`src/rtl/dm_arb_pkg.sv`:
```
// Shared widths, port indices and counter width for the data-memory arbiter.
package dm_arb_pkg;
    localparam int ADDR_W = 8;
    localparam int DATA_W = 16;
    localparam int P_PIPE = 0;
    localparam int P_AUX  = 1;
    localparam int CNT_W  = 4;
endpackage

```
`src/rtl/dm_arbiter_if.sv`:
```
// Requester-side and memory-side pins of the data-memory arbiter.
interface dm_arbiter_if
    import dm_arb_pkg::*;
#(
    parameter int AW = dm_arb_pkg::ADDR_W,
    parameter int DW = dm_arb_pkg::DATA_W
);
    logic          req0;
    logic          req1;
    logic          we0;
    logic          we1;
    logic [AW-1:0] addr0;
    logic [AW-1:0] addr1;
    logic [DW-1:0] wdata0;
    logic [DW-1:0] wdata1;
    logic          gnt0;
    logic          gnt1;
    logic          rvalid0;
    logic          rvalid1;
    logic [DW-1:0] rdata0;
    logic [DW-1:0] rdata1;
    logic          stall0;
    logic [AW-1:0] dm_addr;
    logic [DW-1:0] dm_dataw;
    logic [DW-1:0] dm_data;
    logic          dm_read;
    logic          dm_write;

    // Requesters plus the memory itself sit on the master side.
    modport master (
        output req0, req1, we0, we1, addr0, addr1, wdata0, wdata1, dm_data,
        input  gnt0, gnt1, rvalid0, rvalid1, rdata0, rdata1, stall0,
        input  dm_addr, dm_dataw, dm_read, dm_write
    );

    modport slave (
        input  req0, req1, we0, we1, addr0, addr1, wdata0, wdata1, dm_data,
        output gnt0, gnt1, rvalid0, rvalid1, rdata0, rdata1, stall0,
        output dm_addr, dm_dataw, dm_read, dm_write
    );
endinterface

```
`src/rtl/dm_arb_starve_cnt.sv`:
```
// Counts consecutive denied cycles of the secondary port and flags a forced grant.
// Latency: flag is registered state, visible in the cycle after the limit is reached.
// Backpressure: none; clears whenever the port is granted or stops requesting.
module dm_arb_starve_cnt
    import dm_arb_pkg::*;
#(
    parameter int STARVE_LIMIT = 4
) (
    input  logic clk,
    input  logic rst,
    input  logic req,
    input  logic gnt,
    output logic force_win
);
    localparam logic [CNT_W-1:0] CNT_MAX = '1;
    localparam logic [CNT_W-1:0] LIMIT   = CNT_W'(STARVE_LIMIT);

    logic [CNT_W-1:0] wait_cnt;

    always_ff @(posedge clk) begin
        if (rst) begin
            wait_cnt <= '0;
        end else if (!req || gnt) begin
            wait_cnt <= '0;
        end else if (wait_cnt != CNT_MAX) begin
            wait_cnt <= wait_cnt + 1'b1;
        end
    end

    assign force_win = (wait_cnt >= LIMIT);
endmodule

```
`src/rtl/dm_arbiter.sv`:
```
// Shares one single-port data memory between the pipeline MEM stage and an auxiliary master.
// Latency: grant and memory pins same cycle; read data registered, valid one cycle later.
// Backpressure: pipeline port is stalled whenever it requests and loses arbitration.
module dm_arbiter
    import dm_arb_pkg::*;
#(
    parameter int ADDR_W       = dm_arb_pkg::ADDR_W,
    parameter int DATA_W       = dm_arb_pkg::DATA_W,
    parameter int STARVE_LIMIT = 4
) (
    input  logic         clk,
    input  logic         rst,
    dm_arbiter_if.slave  bus
);
    logic [1:0]        req;
    logic [1:0]        we;
    logic [1:0]        gnt;
    logic [1:0]        rd_hit;
    logic [1:0]        rvalid;
    logic [DATA_W-1:0] rdata [2];
    logic [ADDR_W-1:0] mux_addr;
    logic [DATA_W-1:0] mux_dataw;
    logic              mux_we;
    logic              force1;

    assign req[P_PIPE] = bus.req0;
    assign req[P_AUX]  = bus.req1;
    assign we[P_PIPE]  = bus.we0;
    assign we[P_AUX]   = bus.we1;

    dm_arb_starve_cnt #(
        .STARVE_LIMIT (STARVE_LIMIT)
    ) u_starve (
        .clk       (clk),
        .rst       (rst),
        .req       (req[P_AUX]),
        .gnt       (gnt[P_AUX]),
        .force_win (force1)
    );

    // Pipeline has fixed priority unless the auxiliary port has starved long enough.
    always_comb begin
        gnt = '0;
        if (!rst) begin
            if (force1 && req[P_AUX]) begin
                gnt[P_AUX] = 1'b1;
            end else if (req[P_PIPE]) begin
                gnt[P_PIPE] = 1'b1;
            end else if (req[P_AUX]) begin
                gnt[P_AUX] = 1'b1;
            end
        end
    end

    always_comb begin
        mux_addr  = '0;
        mux_dataw = '0;
        mux_we    = 1'b0;
        if (gnt[P_PIPE]) begin
            mux_addr  = bus.addr0;
            mux_dataw = bus.wdata0;
            mux_we    = bus.we0;
        end else if (gnt[P_AUX]) begin
            mux_addr  = bus.addr1;
            mux_dataw = bus.wdata1;
            mux_we    = bus.we1;
        end
    end

    assign rd_hit = gnt & ~we;

    always_ff @(posedge clk) begin
        if (rst) begin
            rvalid <= '0;
            rdata  <= '{default: '0};
        end else begin
            rvalid <= rd_hit;
            for (int p = 0; p < 2; p++) begin
                if (rd_hit[p]) begin
                    rdata[p] <= bus.dm_data;
                end
            end
        end
    end

    assign bus.gnt0     = gnt[P_PIPE];
    assign bus.gnt1     = gnt[P_AUX];
    assign bus.stall0   = req[P_PIPE] & ~gnt[P_PIPE];
    assign bus.rvalid0  = rvalid[P_PIPE];
    assign bus.rvalid1  = rvalid[P_AUX];
    assign bus.rdata0   = rdata[P_PIPE];
    assign bus.rdata1   = rdata[P_AUX];
    assign bus.dm_addr  = mux_addr;
    assign bus.dm_dataw = mux_dataw;
    assign bus.dm_read  = (|gnt) & ~mux_we;
    assign bus.dm_write = (|gnt) & mux_we;
endmodule

```
`src/flat_wrapper.sv`:
```
// flat-port wrapper written by rule: the top's interface ports become plain ports
module dm_arbiter_flat import dm_arb_pkg::*;
#(
    parameter int ADDR_W       = dm_arb_pkg::ADDR_W,
    parameter int DATA_W       = dm_arb_pkg::DATA_W,
    parameter int STARVE_LIMIT = 4
)
  (clk, rst, bus_req0, bus_req1, bus_we0, bus_we1, bus_addr0, bus_addr1, bus_wdata0, bus_wdata1, bus_dm_data, bus_gnt0, bus_gnt1, bus_rvalid0, bus_rvalid1, bus_rdata0, bus_rdata1, bus_stall0, bus_dm_addr, bus_dm_dataw, bus_dm_read, bus_dm_write);
  dm_arbiter_if #(.AW(8), .DW(16)) bus_i ();
  input  logic clk;
  input  logic rst;
  input wire logic [$bits(bus_i.req0)-1:0] bus_req0;
  input wire logic [$bits(bus_i.req1)-1:0] bus_req1;
  input wire logic [$bits(bus_i.we0)-1:0] bus_we0;
  input wire logic [$bits(bus_i.we1)-1:0] bus_we1;
  input wire logic [$bits(bus_i.addr0)-1:0] bus_addr0;
  input wire logic [$bits(bus_i.addr1)-1:0] bus_addr1;
  input wire logic [$bits(bus_i.wdata0)-1:0] bus_wdata0;
  input wire logic [$bits(bus_i.wdata1)-1:0] bus_wdata1;
  input wire logic [$bits(bus_i.dm_data)-1:0] bus_dm_data;
  output wire logic [$bits(bus_i.gnt0)-1:0] bus_gnt0;
  output wire logic [$bits(bus_i.gnt1)-1:0] bus_gnt1;
  output wire logic [$bits(bus_i.rvalid0)-1:0] bus_rvalid0;
  output wire logic [$bits(bus_i.rvalid1)-1:0] bus_rvalid1;
  output wire logic [$bits(bus_i.rdata0)-1:0] bus_rdata0;
  output wire logic [$bits(bus_i.rdata1)-1:0] bus_rdata1;
  output wire logic [$bits(bus_i.stall0)-1:0] bus_stall0;
  output wire logic [$bits(bus_i.dm_addr)-1:0] bus_dm_addr;
  output wire logic [$bits(bus_i.dm_dataw)-1:0] bus_dm_dataw;
  output wire logic [$bits(bus_i.dm_read)-1:0] bus_dm_read;
  output wire logic [$bits(bus_i.dm_write)-1:0] bus_dm_write;
  assign bus_i.req0 = bus_req0;
  assign bus_i.req1 = bus_req1;
  assign bus_i.we0 = bus_we0;
  assign bus_i.we1 = bus_we1;
  assign bus_i.addr0 = bus_addr0;
  assign bus_i.addr1 = bus_addr1;
  assign bus_i.wdata0 = bus_wdata0;
  assign bus_i.wdata1 = bus_wdata1;
  assign bus_i.dm_data = bus_dm_data;
  assign bus_gnt0 = bus_i.gnt0;
  assign bus_gnt1 = bus_i.gnt1;
  assign bus_rvalid0 = bus_i.rvalid0;
  assign bus_rvalid1 = bus_i.rvalid1;
  assign bus_rdata0 = bus_i.rdata0;
  assign bus_rdata1 = bus_i.rdata1;
  assign bus_stall0 = bus_i.stall0;
  assign bus_dm_addr = bus_i.dm_addr;
  assign bus_dm_dataw = bus_i.dm_dataw;
  assign bus_dm_read = bus_i.dm_read;
  assign bus_dm_write = bus_i.dm_write;
  dm_arbiter #(.ADDR_W(ADDR_W), .DATA_W(DATA_W), .STARVE_LIMIT(STARVE_LIMIT)) u_core (.clk(clk), .rst(rst), .bus(bus_i));
endmodule
```
`config.mk`:
```
export PLATFORM = sky130hd
export DESIGN_NAME = dm_arbiter_flat
export DESIGN_NICKNAME = d
export VERILOG_FILES = /design/src/rtl/dm_arb_pkg.sv /design/src/rtl/dm_arbiter_if.sv /design/src/rtl/dm_arb_starve_cnt.sv /design/src/rtl/dm_arbiter.sv /design/src/flat_wrapper.sv
export SDC_FILE = /design/constraint.sdc
export NUM_CORES = 1
export LEC_CHECK = 0
export CORE_ASPECT_RATIO = 0.6
export CORE_MARGIN = 2
export CORE_UTILIZATION = 31
export CTS_BUF_LIST = sky130_fd_sc_hd__clkbuf_8
export DETAILED_ROUTE_END_ITERATION = 8
export HOLD_SLACK_MARGIN = 0.02
export MAX_ROUTING_LAYER = met4
export PLACE_DENSITY = 0.76
export SLEW_MARGIN = 20
export SYNTH_ARGS = -nofsm -noshare
export SYNTH_HDL_FRONTEND = slang
export SYNTH_SLANG_ARGS = --single-unit
```
`constraint.sdc`:
```
create_clock -name clk -period 1.86 [get_ports clk]
set_input_delay 0.372 -clock clk [delete_from_list [all_inputs] [get_ports clk]]
set_output_delay 0.372 -clock clk [all_outputs]
set_load 0.005 [all_outputs]
```
==> out/qor.csv, run 1 <==
metric,value,unit
status,finished with violations,
failing checks,negative setup slack,
Final period util,114,%
crit-path max cell delay,0.43,ns
Final min period,2.11,ns
DRT iter0 DRCs,90,
Die Ht,61.1,um
TritonCTS Buffers,5,
I/O pins,133,
Core ar.,5150,sq um
CTS sink count,38,
CP arrival,1.74,ns
initial antenna violation count,0,
wire per inst,19.5,um
router iterations before antenna repair,4,
hold path depth,1,
Fmax,473,MHz
critical path cell sequence,or3b_4 > and3_4 > buf_6 > a22o_1 > buf_2,
die width,99.1,um
WHS,0.451,ns
path type of the worst setup path,register to output port,
final setup vio count,28,
Synth Net Count,234,
WL met2,3.57,mm
row count,20,
met3 wire length,508,um
Reg area,763,sq um
Worst Clk Skew,0.00800,ns
Worst Path Required,1.49,ns
Yosys cell types,22,
first-pass GRT wire length,10.8,mm
post-layout net count,393,
"Seq/Total Area, Yosys",45.2,%
DP HPWL,4.87,mm
reg2reg path depth,7,
PortBufs,132,
final worst slack,-0.252,ns
number of global-route vias before repair,2017,
startpoint types,register,
H-tree Lvls,2,
Worst Hold Class,register to register,
full die area,6050,sq um
Avg Inst Size Synth,10.3,sq um
fraction of layout cells with a size suffix above 1,33.1,%
Setup crit end kind,output port,
number of filler cells placed in the layout,452,
fin cells,389,
pin count of the biggest net entering global routing,24,
cell count after placement,358,
final hold vios,0,
CP max stage cell,or3b_4,
Initial Util,32.6,%
CTS root buf,clkbuf_8,
footprint of the multi-input gates,896,sq um
uppermost layer routed,met4,
Bufs on Longest Clock Path,2,
clock latency on the worst-skew pair,0.28,ns
vias per cell,5.20,
worst-path fanout max,4,
peak supply drop,433,uV
GP Congestion,0.827,
DRC,0,
max_cap viols,0,
YS warnings,0,
Max Slew Vio Count,0,
pre-CTS WS,-0.802,ns
cell count after synthesis,163,
Post-Syn Area,1680,sq um
P_leak,1.58,nW
Yosys reg bits,38,
GRT Total Usage,24.3,%
total power draw,1.98,mW
ant diodes,0,
Clock transition at path regs,0.08,ns
final wirelength,7.57,mm
unrepaired setup endpoints after global routing,yes,
wl on met1,3.49,mm
total grt overflow,0,
"commonest non-fill, non-tap cells in the layout","clkdlybuf4s50_1 (100), dfxtp_1 (36), and3_1 (32), buf_2 (26), a22o_1 (25)",
CTS tree,built,
Routed Antenna Nets,0,
PD cells,584,nW/um^2
"most common cell after layout, fill and taps aside",clkdlybuf4s50_1,
DR vias,2023,
synth-to-layout area growth,101,%
==> cells by family (layout without fill, tap and decap cells) <==
kind of cell	Yosys count	in the layout	share of synthesized area, %
AND/OR/NAND/NOR	46	49	17.9
AO/OA/AOI/OAI	58	58	30.0
other	1	1	0.223
flip-flops	38	38	45.2
adder cells (fa/ha/maj)	1	1	0.744
buffers and inverters	19	176	5.95
==> timing repair <==
action	CTS	global route
pin swaps	32	4
buffers inserted	16	4
hold buffers	0	0
setup endpoints to repair	29	29
cloned	4	1
resized for setup	140	14
==> synthesized netlist by cell type <==
cell type	count	share of area, %
dfxtp_1	38	45
and3_1	33	12
a22o_1	25	13
a31o_2	22	11
a31o_1	10	5.2
clkbuf_1	8	1.8
buf_2	5	1.5
buf_6	3	2.0
nand2_1	3	0.67
and2_1	2	0.74
inv_1	2	0.45
nor3b_2	2	1.5
and3_4	1	0.67
conb_1	1	0.22
ha_1	1	0.74
inv_2	1	0.22
nand3b_1	1	0.45
nor2b_1	1	0.37
nor3_1	1	0.30
nor4_1	1	0.37
o21ai_1	1	0.30
or3b_1	1	0.52
==> final timing paths <==
path	start	to	slack, ns
setup / recovery	u_core.u_starve.wait_cnt[3]$_SDFFE_PP0P_	bus_dm_dataw[12]	-0.25
hold / removal	u_core.u_starve.wait_cnt[0]$_SDFFE_PP0P_	u_core.u_starve.wait_cnt[0]$_SDFFE_PP0P_	0.45
setup reg to reg	u_core.u_starve.wait_cnt[3]$_SDFFE_PP0P_	u_core.bus.rdata1[10]$_SDFFE_PP0P_	0.07
hold reg to reg	u_core.u_starve.wait_cnt[0]$_SDFFE_PP0P_	u_core.u_starve.wait_cnt[0]$_SDFFE_PP0P_	0.45
==> routing by layer <==
metal	vias to the layer above	global-route usage [%]
li1	961	-
met1	988	33.7
met2	72	36.3
met3	2	5.11
met4	0	6.85
met5	-	-
==> layout make-up <==
class	count	share of cell area (%)
flip-flops and latches	38	22.5
repair buffers	165	45.5
inverters	3	0.333
clock inverters	2	0.259
well taps	66	2.44
multi-input cells	109	26.5
clock buffers	6	2.44
==> flip-flops by register name (all words and copies together) (netlist names) <==
signal / count
u_core.bus.rdata0: 16
u_core.u_starve.wait_cnt: 4
u_core.bus.rdata1: 16
u_core.rvalid: 2
==> per-stage QoR <==
| stage | cell area (sq um) | TNS, ns | util (%) |
|---|---|---|---|
| 6_report | 3390 | -5.20 | 65.7 |
| 5_1_grt | 3390 | -6.61 | 65.7 |
| 4_1_cts | 3320 | -4.90 | 64.3 |
| 3_5_place_dp | 3110 | -24.80 | 60.3 |
| 3_3_place_gp | 3110 | -22.93 | 60.3 |
| 2_1_floorplan | 1680 | -0.0242 | - |
==> worst max-delay path, delay by kind of cell (launching register included) <==
kind | cells | cell delay, ns
buffers and inverters | 2 | 0.27
AND/OR/NAND/NOR | 2 | 0.63
AO/OA/AOI/OAI | 1 | 0.23
flip-flops | 1 | 0.33
==> power breakdown <==
| part | switching [mW] | internal [mW] |
|---|---|---|
| registers | 0.0206 | 0.851 |
| clock network | 0.278 | 0.294 |
| logic | 0.188 | 0.347 |
| total | 0.487 | 1.49 |
(Power assumes the default switching activity.)
==> run 2, diff against run 1 <==
--- a/config.mk
+++ b/config.mk
@@ -13,7 +13,7 @@
 export HOLD_SLACK_MARGIN = 0.02
 export MAX_ROUTING_LAYER = met4
 export PLACE_DENSITY = 0.76
-export SLEW_MARGIN = 20
 export SYNTH_ARGS = -nofsm -noshare
 export SYNTH_HDL_FRONTEND = slang
 export SYNTH_SLANG_ARGS = --single-unit
+export TNS_END_PERCENT = 1
==> run 2 against run 1 <==
Net effect: the flow still finishes with violations (negative setup slack); critical path depth is the same; routed wire length shrank 14%; via count shrank 4.1%; core utilization shrank 3.4 points; non-clock buffer count shrank 11; first-iteration DRC count shrank 10%; fmax grew 2.2%; clock skew shrank 0.0034 ns; power shrank 6.0%; final area shrank 5.1%; largest power group unchanged; highest routed layer unchanged.
==> out/qor.csv, run 2 (synthesized netlist as in run 1, its figures left out) <==
metric,value,unit,change
status,finished with violations,,
failing checks,negative setup slack,,
CP startpoint,u_core.u_starve.wait_cnt[3]$_SDFFE_PP0P_,,
Max Slew Vio Count,0,,unchanged
number of global-route vias before repair,1871,,-7.2%
fin util,62.3,%,-3.4 points
DRT iter0 DRCs,81,,-10%
Worst Hold Class,register to register,,
reg2reg path depth,5,,-2
post-layout net count,382,,-2.8%
unrepaired setup endpoints after global routing,yes,,
number of filler cells placed in the layout,455,,+0.66%
pin count of the biggest net entering global routing,33,,+38%
PortBufs,132,,unchanged
CP arrival,1.69,ns,-0.05 ns
flop-to-flop setup slack,0.34,ns,+0.27 ns
Setup crit end kind,output port,,
GRT Total Usage,21.3,%,-3.0 points
CTS root buf,clkbuf_8,,
Initial Util,32.6,%,unchanged
TNS Setup,-3.60,ns,+1.60 ns
final hold vios,0,,unchanged
clock latency on the worst-skew pair,0.28,ns,about the same
first-pass GRT wire length,9.66,mm,-10%
Hold Startpoint,u_core.u_starve.wait_cnt[0]$_SDFFE_PP0P_,,
max_cap viols,0,,unchanged
peak supply drop,375,uV,-13%
full die area,6050,sq um,unchanged
post-route cell area,3210,sq um,-5.1%
DRC,0,,unchanged
"commonest non-fill, non-tap cells in the layout","clkdlybuf4s50_1 (100), dfxtp_1 (37), and3_1 (32), a22o_1 (25), a31o_2 (22)",,
Reg area,762,sq um,-0.16%
Worst R2R Start,u_core.u_starve.wait_cnt[3]$_SDFFE_PP0P_,,
P_leak,1.49,nW,-5.7%
WHS,0.436,ns,-0.0151 ns
H-tree Lvls,2,,unchanged
worst r2r dst,u_core.bus.rdata1[10]$_SDFFE_PP0P_,,
TritonCTS Buffers,5,,unchanged
CTS tree,built,,
initial antenna violation count,0,,unchanged
final setup vio count,27,,-3.6%
vias per cell,5.15,,-1.1%
fraction of layout cells with a size suffix above 1,28.9,%,-4.2 points
path type of the worst setup path,register to output port,,
total power draw,1.86,mW,-6.0%
CTS sink count,38,,unchanged
worst-path fanout max,6,,+2
PD cells,579,nW/um^2,-0.87%
Final period util,111,%,-2.4 points
Worst Clk Skew,0.00459,ns,-0.00341 ns
Die Ht,61.1,um,unchanged
DR vias,1940,,-4.1%
wire per inst,17.4,um,-11%
startpoint types,register,,
total grt overflow,0,,unchanged
GP Congestion,0.803,,-2.8%
final worst slack,-0.207,ns,+0.0452 ns
router iterations before antenna repair,4,,unchanged
Fmax,484,MHz,+2.2%
DP HPWL,4.59,mm,-5.8%
Routed Antenna Nets,0,,unchanged
ant diodes,0,,unchanged
final wirelength,6.54,mm,-14%
synth-to-layout area growth,91.0,%,
Bufs on Longest Clock Path,2,,unchanged
"most common cell after layout, fill and taps aside",clkdlybuf4s50_1,,
die width,99.1,um,unchanged
row count,20,,unchanged
Core ar.,5150,sq um,unchanged
Clock transition at path regs,0.07,ns,about the same
placed cell areas,3110,sq um,unchanged
Setup crit end,bus_dm_dataw[6],,
Worst Path Required,1.49,ns,about the same
footprint of the multi-input gates,880,sq um,-1.8%
I/O pins,133,,unchanged
Final min period,2.07,ns,-0.0452 ns
==> run 2: cell types whose count changed in the layout (fill, tap and decap cells not counted), moves of 2 or more <==
| cell | previous run | this run |
|---|---|---|
| buf_6 | 15 | 11 |
| clkbuf_2 | 2 | 12 |
| buf_4 | 16 | 11 |
| nand2_1 | 1 | 3 |
| buf_2 | 26 | 15 |
| dlygate4sd2_1 | 1 | 3 |
==> run 2: metrics by stage <==
| step | setup slack (ns) | std cells |
|---|---|---|
| after floorplan | -0.00269 | 163 |
| after global placement | -0.732 | 358 |
| after detailed placement | -0.764 | 358 |
| after CTS | -0.204 | 377 |
| after global routing | -0.248 | 377 |
| final | -0.207 | 377 |
==> run 2: final cells by class <==
cell class | count | area share [%]
inverter | 3 | 0.351
clock inverter | 2 | 0.234
clock buffer | 5 | 2.14
multi-input combinational | 109 | 27.4
timing repair buffer | 154 | 43.6
sequential | 38 | 23.7
tap | 66 | 2.57
==> run 2: worst min path at each step <==
stage	to	slack, ns	depth (start not counted)
after floorplan	u_core.u_starve.wait_cnt[0]$_SDFFE_PP0P_	0.41	1
after global placement	u_core.u_starve.wait_cnt[0]$_SDFFE_PP0P_	0.42	1
after detailed placement	u_core.u_starve.wait_cnt[0]$_SDFFE_PP0P_	0.42	1
after CTS	u_core.u_starve.wait_cnt[0]$_SDFFE_PP0P_	0.43	1
after global routing	u_core.u_starve.wait_cnt[0]$_SDFFE_PP0P_	0.46	1
final	u_core.u_starve.wait_cnt[0]$_SDFFE_PP0P_	0.44	1
==> run 2: power breakdown <==
part           internal, mW  switching, mW  leakage [nW]  total (mW)
clock                 0.247          0.257        0.0466       0.504
combinational         0.318          0.166          1.14       0.484
sequential            0.851         0.0204         0.310       0.872
==> run 2: layer usage <==
metal / routed length, um / part of all wire [%] / track usage [%]
met3: 389 / 5.9 / 4.99
met1: 3230 / 49 / 30.6
met2: 2880 / 44 / 30.9
met5: 0 / 0 / -
met4: 36 / 0.55 / 3.91
==> run 2: worst max-delay path: stages (launching register included) <==
cell     delay, ns
dfxtp_2       0.32
or3b_4        0.43
and3_4        0.21
buf_6         0.12
a22o_1        0.20
buf_2         0.13
==> run 2: what timing repair did <==
item / CTS / global route
gates cloned: 3 / 0
pin swaps: 18 / 8
endpoints found under the setup margin: 29 / 29
gates resized for setup: 112 / 14
hold buffers: 0 / 0
setup buffers: 9 / 0
==> run 3, diff against run 2 <==
--- a/config.mk
+++ b/config.mk
@@ -13,6 +13,8 @@
 export HOLD_SLACK_MARGIN = 0.02
 export MAX_ROUTING_LAYER = met4
 export PLACE_DENSITY = 0.76
+export RECOVER_POWER = 25
+export SKIP_CTS_REPAIR_TIMING = 1
 export SYNTH_ARGS = -nofsm -noshare
 export SYNTH_HDL_FRONTEND = slang
 export SYNTH_SLANG_ARGS = --single-unit
==> run 3 against run 2 <==
Net effect: the run still ends with negative setup slack left; count of clock-buffer cells in the layout stayed put; final cell count stayed put; sequential share of layout area is 0.76 points lower; largest cell class unchanged; flip-flop and latch count stayed put; core utilization is 2.1 points higher; global-route usage is 2.1 points lower; clock skew hardly changed; register-to-register slack worse by 0.15 ns.
==> out/qor.csv, run 3 (synthesized netlist as in run 1, its figures left out) <==
metric,value,unit,change
status,finished with violations,,
failing checks,negative setup slack,,
fin cells,377,,unchanged
Comb pwr share,26.4,%,+0.4 points
fraction of layout cells with a size suffix above 1,24.1,%,-4.8 points
cell count after placement,358,,unchanged
final hold vios,0,,unchanged
Bufs on Longest Clock Path,2,,unchanged
DR vias,1927,,-0.67%
Die Ht,61.1,um,unchanged
CTS sink count,38,,unchanged
Fmax,472,MHz,-2.5%
PortBufs,132,,unchanged
DRT iter0 DRCs,101,,+25%
full die area,6050,sq um,unchanged
final worst slack,-0.259,ns,-0.0521 ns
first-pass GRT wire length,8.80,mm,-8.9%
I/O pins,133,,unchanged
TNS Setup,-4.48,ns,-0.887 ns
wl on met1,3.08,mm,-4.7%
internal power,1.42,mW,+0.58%
total power draw,1.86,mW,+0.15%
PD cells,561,nW/um^2,-3.1%
Worst Hold Class,register to register,,
Max Slew Vio Count,0,,unchanged
pin count of the biggest net entering global routing,33,,unchanged
DP HPWL,4.59,mm,unchanged
CTS tree,built,,
P_leak,1.77,nW,+18%
DRC,0,,unchanged
Routed Antenna Nets,0,,unchanged
TritonCTS Buffers,5,,unchanged
Worst Path Required,1.49,ns,about the same
switching power total,0.438,mW,-1.2%
Core ar.,5150,sq um,unchanged
Clock transition at path regs,0.07,ns,about the same
H-tree Lvls,2,,unchanged
initial antenna violation count,0,,unchanged
final setup vio count,27,,unchanged
Setup crit end kind,output port,,
vias per cell,5.11,,-0.67%
Reg power frac,46.7,%,-0.2 points
final wirelength,6.50,mm,-0.64%
WL met2,2.92,mm,+1.2%
unrepaired setup endpoints after global routing,yes,,
ant diodes,0,,unchanged
startpoint types,register,,
synth-to-layout area growth,97.3,%,
wire per inst,17.2,um,-0.64%
CP arrival,1.75,ns,+0.06 ns
clock latency on the worst-skew pair,0.28,ns,about the same
path type of the worst setup path,register to output port,,
"commonest non-fill, non-tap cells in the layout","clkdlybuf4s50_1 (87), dfxtp_1 (37), and3_1 (32), a22o_1 (25), a31o_2 (22)",,
Final min period,2.12,ns,+0.0521 ns
worst-path fanout max,5,,-1
GP Congestion,0.803,,unchanged
max_cap viols,0,,unchanged
number of global-route vias before repair,1760,,-5.9%
CP startpoint,u_core.u_starve.wait_cnt[3]$_SDFFE_PP0P_,,
row count,20,,unchanged
GRT Total Usage,19.2,%,-2.1 points
CTS root buf,clkbuf_8,,
Clock Power Share,26.9,%,-0.2 points
"most common cell after layout, fill and taps aside",clkdlybuf4s50_1,,
Worst R2R Start,u_core.u_starve.wait_cnt[2]$_SDFFE_PP0P_,,
Worst Clk Skew,0.00449,ns,-0.0000964 ns
met3 wire length,479,um,+23%
Initial Util,32.6,%,unchanged
post-layout net count,382,,unchanged
Final period util,114,%,+2.8 points
uppermost layer routed,met4,,
die width,99.1,um,unchanged
Hold Startpoint,u_core.u_starve.wait_cnt[0]$_SDFFE_PP0P_,,
peak supply drop,372,uV,-0.72%
total grt overflow,0,,unchanged
Sw Share,23.5,%,-0.33 points
router iterations before antenna repair,4,,unchanged
-- run 3: changes by cell type in the layout (fill, tap and decap cells not counted), moves of 2 or more --
cell,change
dlymetal6s2s_1,+18
dlygate4sd3_1,+14
buf_2,-13
clkdlybuf4s50_1,-13
buf_6,-6
buf_4,+4
dlygate4sd2_1,-3
and2_0,+2
and2_1,-2
-- run 3: path summary, 6_finish.rpt --
check                                              to  slack, ns  depth (start not counted)
max                                   bus_dm_dataw[1]      -0.26                          6
min          u_core.u_starve.wait_cnt[0]$_SDFFE_PP0P_       0.43                          1
max reg2reg         u_core.bus.rdata0[9]$_SDFFE_PP0P_       0.19                          6
min reg2reg  u_core.u_starve.wait_cnt[0]$_SDFFE_PP0P_       0.43                          1
-- run 3: final cells by class --
cell class                 instances  area, sq um
sequential                        38          762
clock buffer                       5         68.8
fill                             449         1840
clock inverter                     2         7.51
tap                               66         82.6
timing repair buffer             154         1510
inverter                           3         11.3
multi-input combinational        109          881
-- run 3: power by group through the flow --
| stage | sequential (mW) | combinational (mW) | clock (mW) |
|---|---|---|---|
| after global routing | 0.875 | 0.523 | 0.558 |
| after global placement | 0.888 | 0.474 | 0 |
| after detailed placement | 0.889 | 0.480 | 0 |
| after CTS | 0.871 | 0.482 | 0.514 |
| final | 0.871 | 0.491 | 0.501 |
| after floorplan | 0.890 | 0.140 | 0 |
-- run 3: per-stage QoR --
stage	setup WS (ns)	util, %	hold WS [ns]	cell area, sq um
2_1_floorplan	-0.00269	-	0.405	1680
3_3_place_gp	-0.732	60.3	0.420	3110
3_5_place_dp	-0.764	60.3	0.424	3110
4_1_cts	-0.764	61.7	0.433	3180
5_1_grt	-0.312	64.4	0.459	3320
6_report	-0.259	64.4	0.433	3320
-- run 3: critical path, stage by stage (launching register included) --
cell,delay [ns]
dfxtp_2,0.32
or3b_4,0.44
and3_4,0.18
buf_6,0.12
buf_6,0.10
a22o_1,0.19
buf_2,0.12
-- run 3: metal layers --
| layer | vias to the layer above | track usage [%] |
|---|---|---|
| li1 | 933 | - |
| met1 | 917 | 27.0 |
| met2 | 75 | 27.5 |
| met3 | 2 | 5.79 |
| met4 | 0 | 3.52 |
| met5 | - | - |
